==> src/rtl/alu_pkg.sv <==
// ---------------------------------------------------------------------------
// alu_pkg
// Shared definitions for the ALU decoder and the sequential execute unit.
//   - ALU select codes (ALU_ADD .. ALU_AND); codes 1010-1111 are unused
//     and execute as "result 0".
//   - FSM state encoding for alu_seq_unit.
//   - Shift-kind encoding used by the serial shifter.
//   - Small decode helpers for shift ops.
// Build option: ALU_FAST_SHIFT_EN removes the SHIFT state, because shifts
// then complete in one cycle.
// ---------------------------------------------------------------------------
package alu_pkg;

    localparam logic [3:0] ALU_ADD  = 4'b0000;
    localparam logic [3:0] ALU_SUB  = 4'b0001;
    localparam logic [3:0] ALU_SLT  = 4'b0010;
    localparam logic [3:0] ALU_SLTU = 4'b0011;
    localparam logic [3:0] ALU_XOR  = 4'b0100;
    localparam logic [3:0] ALU_SLL  = 4'b0101;
    localparam logic [3:0] ALU_SRL  = 4'b0110;
    localparam logic [3:0] ALU_SRA  = 4'b0111;
    localparam logic [3:0] ALU_OR   = 4'b1000;
    localparam logic [3:0] ALU_AND  = 4'b1001;

`ifdef ALU_FAST_SHIFT_EN
    typedef enum logic [1:0] {
        IDLE = 2'd0,
        DONE = 2'd2
    } state_t;
`else
    typedef enum logic [1:0] {
        IDLE  = 2'd0,
        SHIFT = 2'd1,
        DONE  = 2'd2
    } state_t;
`endif

    typedef enum logic [1:0] {
        SH_SLL = 2'd0,
        SH_SRL = 2'd1,
        SH_SRA = 2'd2
    } shift_kind_t;

    function automatic logic is_shift_op(input logic [3:0] sel);
        return (sel == ALU_SLL) || (sel == ALU_SRL) || (sel == ALU_SRA);
    endfunction

    function automatic shift_kind_t sel_to_shift_kind(input logic [3:0] sel);
        shift_kind_t kind;
        case (sel)
            ALU_SRL: kind = SH_SRL;
            ALU_SRA: kind = SH_SRA;
            default: kind = SH_SLL;
        endcase
        return kind;
    endfunction

endpackage

==> src/rtl/alu_seq_unit_if.sv <==
// ---------------------------------------------------------------------------
// alu_seq_unit_if
// Request/response bundle between the ALU decoder stage (master) and the
// sequential execute unit (slave).
//   in_valid/in_ready   request handshake, alu_sel/op_a/op_b payload
//   out_valid/out_ready response handshake, result/zero payload
// ---------------------------------------------------------------------------
interface alu_seq_unit_if #(
    parameter int XLEN = 32
) ();
    logic            in_valid;
    logic            in_ready;
    logic [3:0]      alu_sel;
    logic [XLEN-1:0] op_a;
    logic [XLEN-1:0] op_b;
    logic            out_valid;
    logic            out_ready;
    logic [XLEN-1:0] result;
    logic            zero;

    modport master (
        output in_valid, alu_sel, op_a, op_b, out_ready,
        input  in_ready, out_valid, result, zero
    );

    modport slave (
        input  in_valid, alu_sel, op_a, op_b, out_ready,
        output in_ready, out_valid, result, zero
    );
endinterface

==> src/rtl/alu_serial_shifter.sv <==
// ---------------------------------------------------------------------------
// alu_serial_shifter
// Iterative 1-bit-per-cycle shifter.
//   clk, rst_n  clock, asynchronous active-low reset (clears acc and cnt)
//   load        capture din into acc, shamt into cnt, op into the kind reg
//   shamt       number of single-bit steps to perform (must be non-zero)
//   op          shift kind (SLL / SRL / SRA)
//   din         value to shift
//   last        high during the cycle that performs the final step
//   dout        acc shifted by one more bit; equals the final result while
//               last is high
// Not instantiated when ALU_FAST_SHIFT_EN is defined.
// ---------------------------------------------------------------------------
module alu_serial_shifter
    import alu_pkg::*;
#(
    parameter int XLEN = 32,
    parameter int SHW  = $clog2(XLEN)
) (
    input  logic            clk,
    input  logic            rst_n,
    input  logic            load,
    input  logic [SHW-1:0]  shamt,
    input  shift_kind_t     op,
    input  logic [XLEN-1:0] din,
    output logic            last,
    output logic [XLEN-1:0] dout
);

    logic [XLEN-1:0] acc_reg;
    logic [SHW-1:0]  cnt_reg;
    shift_kind_t     op_reg;
    logic [XLEN-1:0] shifted;

    // One-bit shift network: every bit takes its left or right neighbour;
    // the vacated end gets 0, or the sign bit for an arithmetic right shift.
    for (genvar gi = 0; gi < XLEN; gi++) begin : g_bit
        logic left_in;
        logic right_in;
        if (gi == 0) begin : g_lsb
            assign left_in = 1'b0;
        end else begin : g_mid_l
            assign left_in = acc_reg[gi-1];
        end
        if (gi == XLEN - 1) begin : g_msb
            assign right_in = (op_reg == SH_SRA) ? acc_reg[XLEN-1] : 1'b0;
        end else begin : g_mid_r
            assign right_in = acc_reg[gi+1];
        end
        assign shifted[gi] = (op_reg == SH_SLL) ? left_in : right_in;
    end

    always_ff @(posedge clk or negedge rst_n) begin
        if (!rst_n) begin
            acc_reg <= '0;
            cnt_reg <= '0;
            op_reg  <= SH_SLL;
        end else if (load) begin
            acc_reg <= din;
            cnt_reg <= shamt;
            op_reg  <= op;
        end else if (cnt_reg != '0) begin
            acc_reg <= shifted;
            cnt_reg <= cnt_reg - SHW'(1);
        end
    end

    assign last = (cnt_reg == SHW'(1));
    assign dout = shifted;

endmodule

==> src/rtl/alu_seq_unit.sv <==
// ---------------------------------------------------------------------------
// alu_seq_unit
// Multi-cycle execute unit behind the ALU decoder. Accepts one operation at
// a time and returns a registered result over valid/ready.
//   clk    rising-edge clock
//   rst_n  asynchronous active-low reset; aborts any operation in flight
//   bus    alu_seq_unit_if.slave: in_valid/in_ready + alu_sel/op_a/op_b,
//          out_valid/out_ready + result/zero
// Arithmetic/logic ops and shifts by 0 finish one cycle after accept.
// Shifts by k>0 use the serial shifter and finish k+1 cycles after accept.
// Build option: define ALU_FAST_SHIFT_EN to compute shifts with a barrel
// shifter instead (every op one cycle; no SHIFT state, no serial shifter).
// ---------------------------------------------------------------------------
module alu_seq_unit
    import alu_pkg::*;
#(
    parameter int XLEN = 32,
    parameter int SHW  = $clog2(XLEN)
) (
    input  logic           clk,
    input  logic           rst_n,
    alu_seq_unit_if.slave  bus
);

    state_t          state_reg;
    state_t          state_next;
    logic [XLEN-1:0] result_reg;
    logic [XLEN-1:0] result_next;
    logic            zero_reg;
    logic            zero_next;
    logic            out_valid_reg;
    logic [XLEN-1:0] alu_value;
    logic [SHW-1:0]  shamt;

    assign shamt = bus.op_b[SHW-1:0];

`ifndef ALU_FAST_SHIFT_EN
    logic            sh_load;
    logic            sh_last;
    logic [XLEN-1:0] sh_dout;

    alu_serial_shifter #(
        .XLEN (XLEN),
        .SHW  (SHW)
    ) u_shifter (
        .clk   (clk),
        .rst_n (rst_n),
        .load  (sh_load),
        .shamt (shamt),
        .op    (sel_to_shift_kind(bus.alu_sel)),
        .din   (bus.op_a),
        .last  (sh_last),
        .dout  (sh_dout)
    );
`endif

    // Single-cycle datapath. In the serial build the shift cases only see
    // shamt==0 (non-zero amounts go to the serial shifter), so they pass
    // op_a through and no barrel shifter is built.
    always_comb begin
        alu_value = '0;
        case (bus.alu_sel)
            ALU_ADD:  alu_value = bus.op_a + bus.op_b;
            ALU_SUB:  alu_value = bus.op_a - bus.op_b;
            ALU_SLT:  alu_value = {{(XLEN-1){1'b0}}, ($signed(bus.op_a) < $signed(bus.op_b))};
            ALU_SLTU: alu_value = {{(XLEN-1){1'b0}}, (bus.op_a < bus.op_b)};
            ALU_XOR:  alu_value = bus.op_a ^ bus.op_b;
`ifdef ALU_FAST_SHIFT_EN
            ALU_SLL:  alu_value = bus.op_a << shamt;
            ALU_SRL:  alu_value = bus.op_a >> shamt;
            ALU_SRA:  alu_value = $unsigned($signed(bus.op_a) >>> shamt);
`else
            ALU_SLL:  alu_value = bus.op_a;
            ALU_SRL:  alu_value = bus.op_a;
            ALU_SRA:  alu_value = bus.op_a;
`endif
            ALU_OR:   alu_value = bus.op_a | bus.op_b;
            ALU_AND:  alu_value = bus.op_a & bus.op_b;
            default:  alu_value = '0;
        endcase
    end

    // Next-state and result update. in_ready is high exactly in IDLE, so
    // in_valid in IDLE is an accept.
    always_comb begin
        state_next  = state_reg;
        result_next = result_reg;
        zero_next   = zero_reg;
`ifndef ALU_FAST_SHIFT_EN
        sh_load     = 1'b0;
`endif
        case (state_reg)
            IDLE: begin
                if (bus.in_valid) begin
`ifndef ALU_FAST_SHIFT_EN
                    if (is_shift_op(bus.alu_sel) && (shamt != '0)) begin
                        sh_load    = 1'b1;
                        state_next = SHIFT;
                    end else
`endif
                    begin
                        result_next = alu_value;
                        zero_next   = (alu_value == '0);
                        state_next  = DONE;
                    end
                end
            end
`ifndef ALU_FAST_SHIFT_EN
            SHIFT: begin
                if (sh_last) begin
                    result_next = sh_dout;
                    zero_next   = (sh_dout == '0);
                    state_next  = DONE;
                end
            end
`endif
            DONE: begin
                if (bus.out_ready) begin
                    state_next = IDLE;
                end
            end
            default: state_next = IDLE;
        endcase
    end

    always_ff @(posedge clk or negedge rst_n) begin
        if (!rst_n) begin
            state_reg     <= IDLE;
            result_reg    <= '0;
            zero_reg      <= 1'b1;
            out_valid_reg <= 1'b0;
        end else begin
            state_reg     <= state_next;
            result_reg    <= result_next;
            zero_reg      <= zero_next;
            out_valid_reg <= (state_next == DONE);
        end
    end

    assign bus.in_ready  = (state_reg == IDLE);
    assign bus.out_valid = out_valid_reg;
    assign bus.result    = result_reg;
    assign bus.zero      = zero_reg;

endmodule
==> src/flat_wrapper.sv <==
// flat-port wrapper written by rule: the top's interface ports become plain ports
module alu_seq_unit_flat import alu_pkg::*;
#(
    parameter int XLEN = 32,
    parameter int SHW  = $clog2(XLEN)
)
  (clk, rst_n, bus_in_valid, bus_alu_sel, bus_op_a, bus_op_b, bus_out_ready, bus_in_ready, bus_out_valid, bus_result, bus_zero);
  alu_seq_unit_if #(.XLEN(XLEN)) bus_i ();
  input  logic clk;
  input  logic rst_n;
  input wire logic [$bits(bus_i.in_valid)-1:0] bus_in_valid;
  input wire logic [$bits(bus_i.alu_sel)-1:0] bus_alu_sel;
  input wire logic [$bits(bus_i.op_a)-1:0] bus_op_a;
  input wire logic [$bits(bus_i.op_b)-1:0] bus_op_b;
  input wire logic [$bits(bus_i.out_ready)-1:0] bus_out_ready;
  output wire logic [$bits(bus_i.in_ready)-1:0] bus_in_ready;
  output wire logic [$bits(bus_i.out_valid)-1:0] bus_out_valid;
  output wire logic [$bits(bus_i.result)-1:0] bus_result;
  output wire logic [$bits(bus_i.zero)-1:0] bus_zero;
  assign bus_i.in_valid = bus_in_valid;
  assign bus_i.alu_sel = bus_alu_sel;
  assign bus_i.op_a = bus_op_a;
  assign bus_i.op_b = bus_op_b;
  assign bus_i.out_ready = bus_out_ready;
  assign bus_in_ready = bus_i.in_ready;
  assign bus_out_valid = bus_i.out_valid;
  assign bus_result = bus_i.result;
  assign bus_zero = bus_i.zero;
  alu_seq_unit #(.XLEN(XLEN), .SHW(SHW)) u_core (.clk(clk), .rst_n(rst_n), .bus(bus_i));
endmodule
==> config.mk <==
export PLATFORM = sky130hd
export DESIGN_NAME = alu_seq_unit_flat
export DESIGN_NICKNAME = d
export VERILOG_FILES = /design/src/rtl/alu_pkg.sv /design/src/rtl/alu_seq_unit_if.sv /design/src/rtl/alu_serial_shifter.sv /design/src/rtl/alu_seq_unit.sv /design/src/flat_wrapper.sv
export SDC_FILE = /design/constraint.sdc
export NUM_CORES = 1
export LEC_CHECK = 0
export ABC_AREA = 1
export BUFFER_PORTS_ARGS = -buffer_cell sky130_fd_sc_hd__buf_2
export CAP_MARGIN = 30
export CORE_MARGIN = 2
export CORE_UTILIZATION = 35
export CTS_CLUSTER_DIAMETER = 60
export DETAILED_ROUTE_END_ITERATION = 8
export PLACE_DENSITY = 0.51
export SYNTH_ARGS = -nofsm -noshare
export SYNTH_HDL_FRONTEND = slang
export SYNTH_HIERARCHICAL = 1
export SYNTH_SLANG_ARGS = --single-unit
==> constraint.sdc <==
create_clock -name clk -period 1.66 [get_ports clk]
set_input_delay 0.083 -clock clk [delete_from_list [all_inputs] [get_ports clk]]
set_output_delay 0.083 -clock clk [all_outputs]
set_load 0.02 [all_outputs]
==> results by group, run 1 <==
Outcome
  – Status: finished, violations left
  – Failing checks: negative setup slack

Synth
  – Synth Cell Area: about 11000 um2
  – Number of flops mapped to enable cells by yosys: 0
  – Number of library cell types mapped by synthesis: 46
  – Async S/R FF share, synth: 1.000
  – Seq/Total Area, Yosys: 0.1643
  – Syn Area/Cell: roughly 5.7 um2
  – Synth area leaders: nand2_1 23%, dfrtp_1 16%, ha_1 11%
  – Net Count, Synth: 2187
  – Yosys top cell area share: 0.2301
  – Synthesis Warnings: 6
  – Flops & latches, synth: 75
  – Main synth FF type: dfrtp_1
  – Gate Count Post-Synth: between 2k and 2.5k
  – Area leader, netlist: nand2_1

Placed design
  – Hpwl dp: around 47 mm
  – Setup WS pre-CTS: -1.252 ns
  – # port buffers: between 100 and 150
  – Final Wtd Congestion: 1.006
  – DP Cell Count: about 3k
  – DP Area: between 15000 and 20000 um2

Timing
  – Max-slew violations: 0
  – Max frequency: about 0.46 GHz
  – Clock Skew: approximately 0.0088 ns
  – Final min period: between 2 and 2.5 ns
  – Slack of the critical path: -0.5266 ns
  – Final cycle utilization of the critical path: 1.317
  – Least-Margin Pin Slew: ~0.44 ns
  – Setup violators final: 57
  – Worst relative slew slack: 0.7065
  – RSZ-0062 raised after global routing: true
  – Hold Vio Cnt, Final: 0
  – Worst hold slack: around 0.095 ns
  – Final setup TNS: -7.692 ns

Layout
  – Finished Cell Area: 21630 um2
  – Final cell count without fillers: ~3.1k
  – Synthesis-to-layout area growth: 89.17%
  – Share of cells above drive strength 1: 0.5610
  – Commonest non-fill, non-tap cell in the layout: buf_4
  – Fin nets: ~2.9k
  – Leading cell types in the layout, fill and taps excluded: 498 x buf_4, 452 x nand2_1, 184 x nand2_2, 182 x inv_1, 132 x buf_6

Critical path
  – Crit path capture: u_core/bus.zero$_DFFE_PN1P_
  – CP dominant cell by count: nand2_1
  – Worst EP arrival: about 2.5 ns
  – CP Max Fanout: 6
  – CP max stage delay: 0.34 ns
  – R2r setup slk: -0.43 ns
  – R2R Path Start: u_core/u_shifter/op_reg[1]$_DFFE_PN0P_
  – Crit. Startpoint: bus_op_a[3]
  – Crit Path Category: in -> reg
  – Worst r2r path cells: 11
  – WP data required: ~1.9 ns
  – Worst Setup End Kind: flop
  – Slowest cell on the critical path: ha_4
  – Crit path cell chain: buf_6 > inv_2 > ha_4 > buf_6 > buf_4 > nand3_4 > nand3_4 > buf_4 > nand4_1 > buf_6 > nand3_1 > nand2_1 > nand3_1 > nand2_1 > nor2_1 > nand2_1 > nor2_1 > nand2_1 > nor2_1 > nand3_1 > a21oi_2
  – Type of origin of the critical path: input port
  – Worst reg2reg endpoint: u_core/bus.zero$_DFFE_PN1P_

Drt
  – # DRC: 0
  – Max Used Layer: met5
  – Wire length on met1: roughly 28 mm
  – First DRT Iteration DRCs: around 1.4k
  – Number of routed nets with antenna violations: 0
  – Overall routed net length: approximately 62 mm
  – Avg WL per Cell: 19.66 um
  – Routed wl met2: about 28 mm
  – WL met3: approximately 3.8 mm
  – First-pass iteration count of the detailed router: 6
  – Vias: approximately 16k
  – Drt via density: just over 5

CTS
  – Clock Latency Late Sink: approximately 0.34 ns
  – Maximum root-to-sink buffer count: 2
  – CTS tree: done
  – Root Driver: clkbuf_16
  – Max H-tree Level: 3
  – Reg clk slew, reported paths: around 0.060 ns
  – Clock Sinks: 75
  – Num CTS Buffers: 9

Power and ir drop
  – Maximum VDD drop: 0.0008988 V
  – Leak Pwr: 11.34 nW
  – Pwr Density: ~910 nW/um2

Global route
  – Largest net degree at the start of global routing: 35
  – Initial antenna violation count: 5
  – GRT Total Usage: 0.3425
  – Vias in the first global route: about 15k
  – Global route total overflow: 0
  – First-pass GRT wire length: just under 90 mm

Floorplan
  – Core Region: between 30000 and 40000 um2
  – Number of top-level pins: 107
  – Die area: 34130 um2
  – Height of the die: between 150 and 200 um
  – Row count: 66
  – Die Width: 184.7 um
  – Initial Util: 0.3532

Hold path
  – Min-delay worst type: in -> reg
  – Hold_sp: bus_op_b[4]

Job
  – Max_cap viols: 0
-- layout make-up --
type,instances,area (um2)
fill,2974,10740
sequential,75,1878
clock inverter,5,77.57
antenna,1,2.502
tap,442,553.0
timing repair buffer,747,6524
multi-input combinational,1537,10990
clock buffer,11,232.7
inverter,320,1370
-- worst min path at each step --
stage                                         endpoint  slack (ns)  cells past startpoint
6_report       u_core/u_shifter/cnt_reg[4]$_DFFE_PN0P_         0.1                      4
5_1_grt                  u_core/state_reg[0]$_DFF_PN0_        0.12                      3
4_1_cts                  u_core/state_reg[0]$_DFF_PN0_        0.04                      3
3_5_place_dp            u_core/bus.out_valid$_DFF_PN0_        0.01                      1
3_3_place_gp   u_core/u_shifter/cnt_reg[3]$_DFFE_PN0P_        0.02                      1
2_1_floorplan           u_core/bus.out_valid$_DFF_PN0_       -0.21                      0
-- synth_stat cells, types with 15 or more instances --
| master | number |
|---|---|
| dfrtp_1 | 74 |
| buf_2 | 19 |
| buf_4 | 24 |
| nor3_1 | 24 |
| nor2_1 | 167 |
| inv_2 | 16 |
| nor2_2 | 29 |
| a21oi_1 | 64 |
| nand4_1 | 21 |
| o22ai_1 | 40 |
| inv_1 | 303 |
| clkbuf_1 | 17 |
| nand2_1 | 701 |
| o21ai_0 | 62 |
| ha_1 | 105 |
| nand3_1 | 202 |
| a221oi_1 | 15 |
| or2_1 | 25 |
-- kinds of logic (layout without fill, tap and decap cells) --
family	count (synthesis)	in the layout	share of synthesized area
flops	75	75	0.1643
simple gates	1218	1218	0.4570
fa+ha+maj	107	107	0.1184
buf+inv	396	1083	0.1515
compound gates	210	210	0.1074
xor+xnor	2	2	0.001532
other cells	0	1	0
-- power breakdown --
part / switching [mW] / leakage (nW) / internal (mW)
Combinational: 7.81 / 10.2 / 6.50
Sequential: 0.607 / 0.950 / 2.68
Clock: 0.761 / 0.150 / 1.31
Total: 9.18 / 11.3 / 10.5
-- timing repair --
| item | in CTS | in global routing |
|---|---|---|
| pin swaps | 209 | 219 |
| cloned | 1 | 13 |
| hold buffers | 2 | 0 |
| hold endpoints to repair | 56 | 0 |
| endpoints found under the setup margin | 33 | 69 |
| gates resized for setup | 609 | 437 |
| buffers inserted | 58 | 42 |
-- worst max-delay path: cells and delay by family --
kind                       cells  cell delay, ns
buffers and inverters          6            0.66
adders and majority gates      1            0.34
AOI/OAI and AO/OA              1            0.16
and+or+nand+nor               13            1.20
-- metrics by stage --
stage / power [mW] / util
after floorplan: 8.802 / -
after global placement: 14.00 / 0.5165
after detailed placement: 14.10 / 0.5165
after CTS: 17.60 / 0.6050
after global routing: 20.82 / 0.6681
final: 19.67 / 0.6681
-- layer usage --
metal | global-route usage | vias to the layer above
li1 | - | 7711
met1 | 0.4815 | 7624
met2 | 0.5565 | 594
met3 | 0.03399 | 135
met4 | 0.09397 | 2
met5 | 0 | -
(Power assumes the default switching activity.)
==> run 2, diff against run 1 <==
--- a/config.mk
+++ b/config.mk
@@ -8,6 +8,7 @@
 export ABC_AREA = 1
 export BUFFER_PORTS_ARGS = -buffer_cell sky130_fd_sc_hd__buf_2
 export CAP_MARGIN = 30
+export CORE_ASPECT_RATIO = 0.75
 export CORE_MARGIN = 2
 export CORE_UTILIZATION = 35
 export CTS_CLUSTER_DIAMETER = 60
==> run 2 against run 1 <==
Net effect:
- the flow still finishes with violations (negative setup slack)
- clock power up 3%
- non-clock buffer count is 25 higher
- utilization is 0.18 points lower
- sequential cell count unchanged
- clock skew decreased by 0.00089 ns
- via count rose by 0.70%
==> results by group, run 2 (synthesized netlist as in run 1, its figures left out) <==
Outcome
  – Status: finished, violations left (unchanged)
  – Failing checks: negative setup slack (unchanged)

Placed design
  – # port buffers: 106 (unchanged)
  – Final Wtd Congestion: 1.024 (was 1.006)
  – Hpwl dp: 46.08 mm (was 47.39 mm)

Drt
  – # DRC: 0 (unchanged)
  – Overall routed net length: 61.27 mm (was 61.69 mm)
  – First DRT Iteration DRCs: 1317 (was 1377)
  – Vias: 16.18k (was 16.07k)
  – Avg WL per Cell: 19.38 um (was 19.66 um)
  – First-pass iteration count of the detailed router: 6 (unchanged)
  – Number of routed nets with antenna violations: 0 (unchanged)
  – Drt via density: 5.117 (was 5.120)

Global route
  – Vias in the first global route: 15.53k (was 15.28k)
  – Global route total overflow: 0 (unchanged)
  – GRT Total Usage: 0.3489 (was 0.3425)
  – Met1 Track Usage GR: 0.5050 (was 0.4815)
  – M3 GR Usage: 0.03344 (was 0.03399)
  – Met2 Resource Use GR: 0.5469 (was 0.5565)
  – First-pass GRT wire length: 90.58 mm (was 87.73 mm)
  – Largest net degree at the start of global routing: 35 (unchanged)
  – Initial antenna violation count: 0 (was 5)
  – Most crowded layer after global routing: met2 (unchanged)

Critical path
  – Crit. Startpoint: bus_op_a[0] (was bus_op_a[3])
  – WP data required: 1.94 ns (about the same)
  – Worst Setup End Kind: flop (unchanged)
  – CP Max Fanout: 3 (was 6)
  – Worst EP arrival: 2.41 ns (was 2.46 ns)
  – R2R Path Start: u_core/u_shifter/op_reg[0]$_DFFE_PN0P_ (was u_core/u_shifter/op_reg[1]$_DFFE_PN0P_)
  – Crit Path Category: in -> reg (unchanged)
  – Type of origin of the critical path: input port (unchanged)

CTS
  – Max H-tree Level: 3 (unchanged)
  – Clock Latency Late Sink: 0.35 ns (was 0.34 ns)
  – CTS tree: done (unchanged)
  – Clock Sinks: 75 (unchanged)
  – Num CTS Buffers: 9 (unchanged)
  – Maximum root-to-sink buffer count: 2 (unchanged)
  – Root Driver: clkbuf_16 (unchanged)
  – Reg clk slew, reported paths: 0.06 ns (about the same)

Timing
  – Clock Skew: 0.007908 ns (was 0.008802 ns)
  – Max-slew violations: 0 (unchanged)
  – Hold Vio Cnt, Final: 0 (unchanged)
  – Least-Margin Pin Slew: 0.6158 ns (was 0.4403 ns)
  – RSZ-0062 raised after global routing: true (unchanged)
  – Worst relative slew slack: 0.5895 (was 0.7065)
  – Max frequency: 0.4705 GHz (was 0.4573 GHz)
  – Final min period: 2.126 ns (was 2.187 ns)
  – Final cycle utilization of the critical path: 1.280 (was 1.317)
  – Worst hold slack: 0.1033 ns (was 0.09501 ns)
  – Slack of the critical path: -0.4656 ns (was -0.5266 ns)
  – Setup violators final: 70 (was 57)
  – Final setup TNS: -11.54 ns (was -7.692 ns)

Hold path
  – Min-delay worst type: in -> reg (unchanged)
  – Hold_sp: bus_op_b[4] (unchanged)

Layout
  – Share of cells above drive strength 1: 0.5320 (was 0.5610)
  – Leading cell types in the layout, fill and taps excluded: 540 x buf_4, 506 x nand2_1, 218 x inv_1, 147 x nand2_2, 111 x nand3_1 (was 498 x buf_4, 452 x nand2_1, 184 x nand2_2, 182 x inv_1, 132 x buf_6)
  – Commonest non-fill, non-tap cell in the layout: buf_4 (unchanged)
  – Fill cells: 2963 (was 2974)
  – Diodes inserted: 0 (was 1)
  – Area of the multi-input gates: 10680 um2 (was 10990 um2)
  – FF/Latch Area: 1878 um2 (unchanged)
  – Synthesis-to-layout area growth: 88.29% (was 89.17%)
  – Fin nets: 2894 (was 2869)

Job
  – Max_cap viols: 0 (unchanged)

Power and ir drop
  – Maximum VDD drop: 0.0007765 V (was 0.0008988 V)
  – Tot Pwr: 20.58 mW (was 19.67 mW)
  – Pwr Density: 955.8 nW/um2 (was 909.3 nW/um2)
  – Leak Pwr: 11.47 nW (was 11.34 nW)

Floorplan
  – Core Region: 32310 um2 (was 32370 um2)
  – Row count: 57 (was 66)
  – Die Width: 212.7 um (was 184.7 um)
  – Number of top-level pins: 107 (unchanged)
  – Height of the die: 160.5 um (was 184.7 um)
  – Initial Util: 0.3539 (was 0.3532)
  – Die area: 34140 um2 (was 34130 um2)
run 2: changes by cell type in the layout (fill, tap and decap cells not counted), moves of 14 or more:
cell,before,now
nand2_4,74,60
buf_6,132,98
inv_1,182,218
inv_2,91,71
inv_4,36,22
nand2_1,452,506
nand2_2,184,147
buf_4,498,540
run 2: where the power goes:
part | switching [mW] | internal, mW | total (mW)
clock | 0.825 | 1.31 | 2.14
sequential | 0.623 | 2.68 | 3.30
combinational | 8.07 | 7.07 | 15.1
total | 9.52 | 11.1 | 20.6
run 2: final timing paths:
kind,to,slack [ns],cells after the start
setup / recovery,u_core/bus.zero$_DFFE_PN1P_,-0.47,21
hold / removal,u_core/u_shifter/cnt_reg[4]$_DFFE_PN0P_,0.10,4
max in group asynchronous,u_core/bus.zero$_DFFE_PN1P_,0.82,3
min in group asynchronous,u_core/u_shifter/acc_reg[6]$_DFFE_PN0P_,0.22,2
hold reg to reg,u_core/bus.result[13]$_DFFE_PN0P_,0.48,2
setup reg to reg,u_core/bus.zero$_DFFE_PN1P_,-0.40,11
run 2: cell type report:
class | instances | share of cell area
Sequential cell | 75 | 0.08724
Timing Repair Buffer | 772 | 0.3137
Multi-Input combinational cell | 1537 | 0.4963
Clock buffer | 9 | 0.01046
Clock inverter | 7 | 0.004301
Tap cell | 442 | 0.02569
Inverter | 320 | 0.06230
run 2: per-stage QoR:
| step | setup slack [ns] | cell area [um2] | cells | utilization |
|---|---|---|---|---|
| 2_1_floorplan | -0.2646 | 11890 | 2008 | - |
| 3_3_place_gp | -1.184 | 16910 | 3044 | 0.5235 |
| 3_5_place_dp | -1.181 | 16910 | 3044 | 0.5235 |
| 4_1_cts | -0.3887 | 20260 | 3140 | 0.6272 |
| 5_1_grt | -0.5307 | 21530 | 3162 | 0.6664 |
| 6_report | -0.4656 | 21530 | 3162 | 0.6664 |
run 2: timing repair:
action	4_1_cts	5_1_grt
buffers inserted	75	31
hold buffers	2	0
pin swaps	220	180
hold endpoints to repair	28	0
cloned	12	3
gates resized for setup	582	301
setup endpoints to repair	68	70
run 2: worst max-delay path: stages:
cell	delay [ns]
buf_12	0.12
inv_12	0.05
ha_4	0.12
inv_4	0.03
fa_2	0.43
nand2_4	0.11
nand2_4	0.09
nand3_4	0.12
nand2_4	0.08
buf_6	0.13
nand2_4	0.05
nand2_2	0.09
nand2_2	0.10
nand2_4	0.06
nor2_4	0.11
nor2_4	0.06
nor2_4	0.12
nand3_4	0.11
nor2_4	0.10
nand3_2	0.09
a21oi_2	0.13
run 2: routing by layer:
metal | routed length, um | vias up
li1 | - | 7773
met1 | 27450 | 7643
met2 | 27170 | 643
met3 | 4090 | 120
met4 | 2562 | 0
met5 | 0 | -
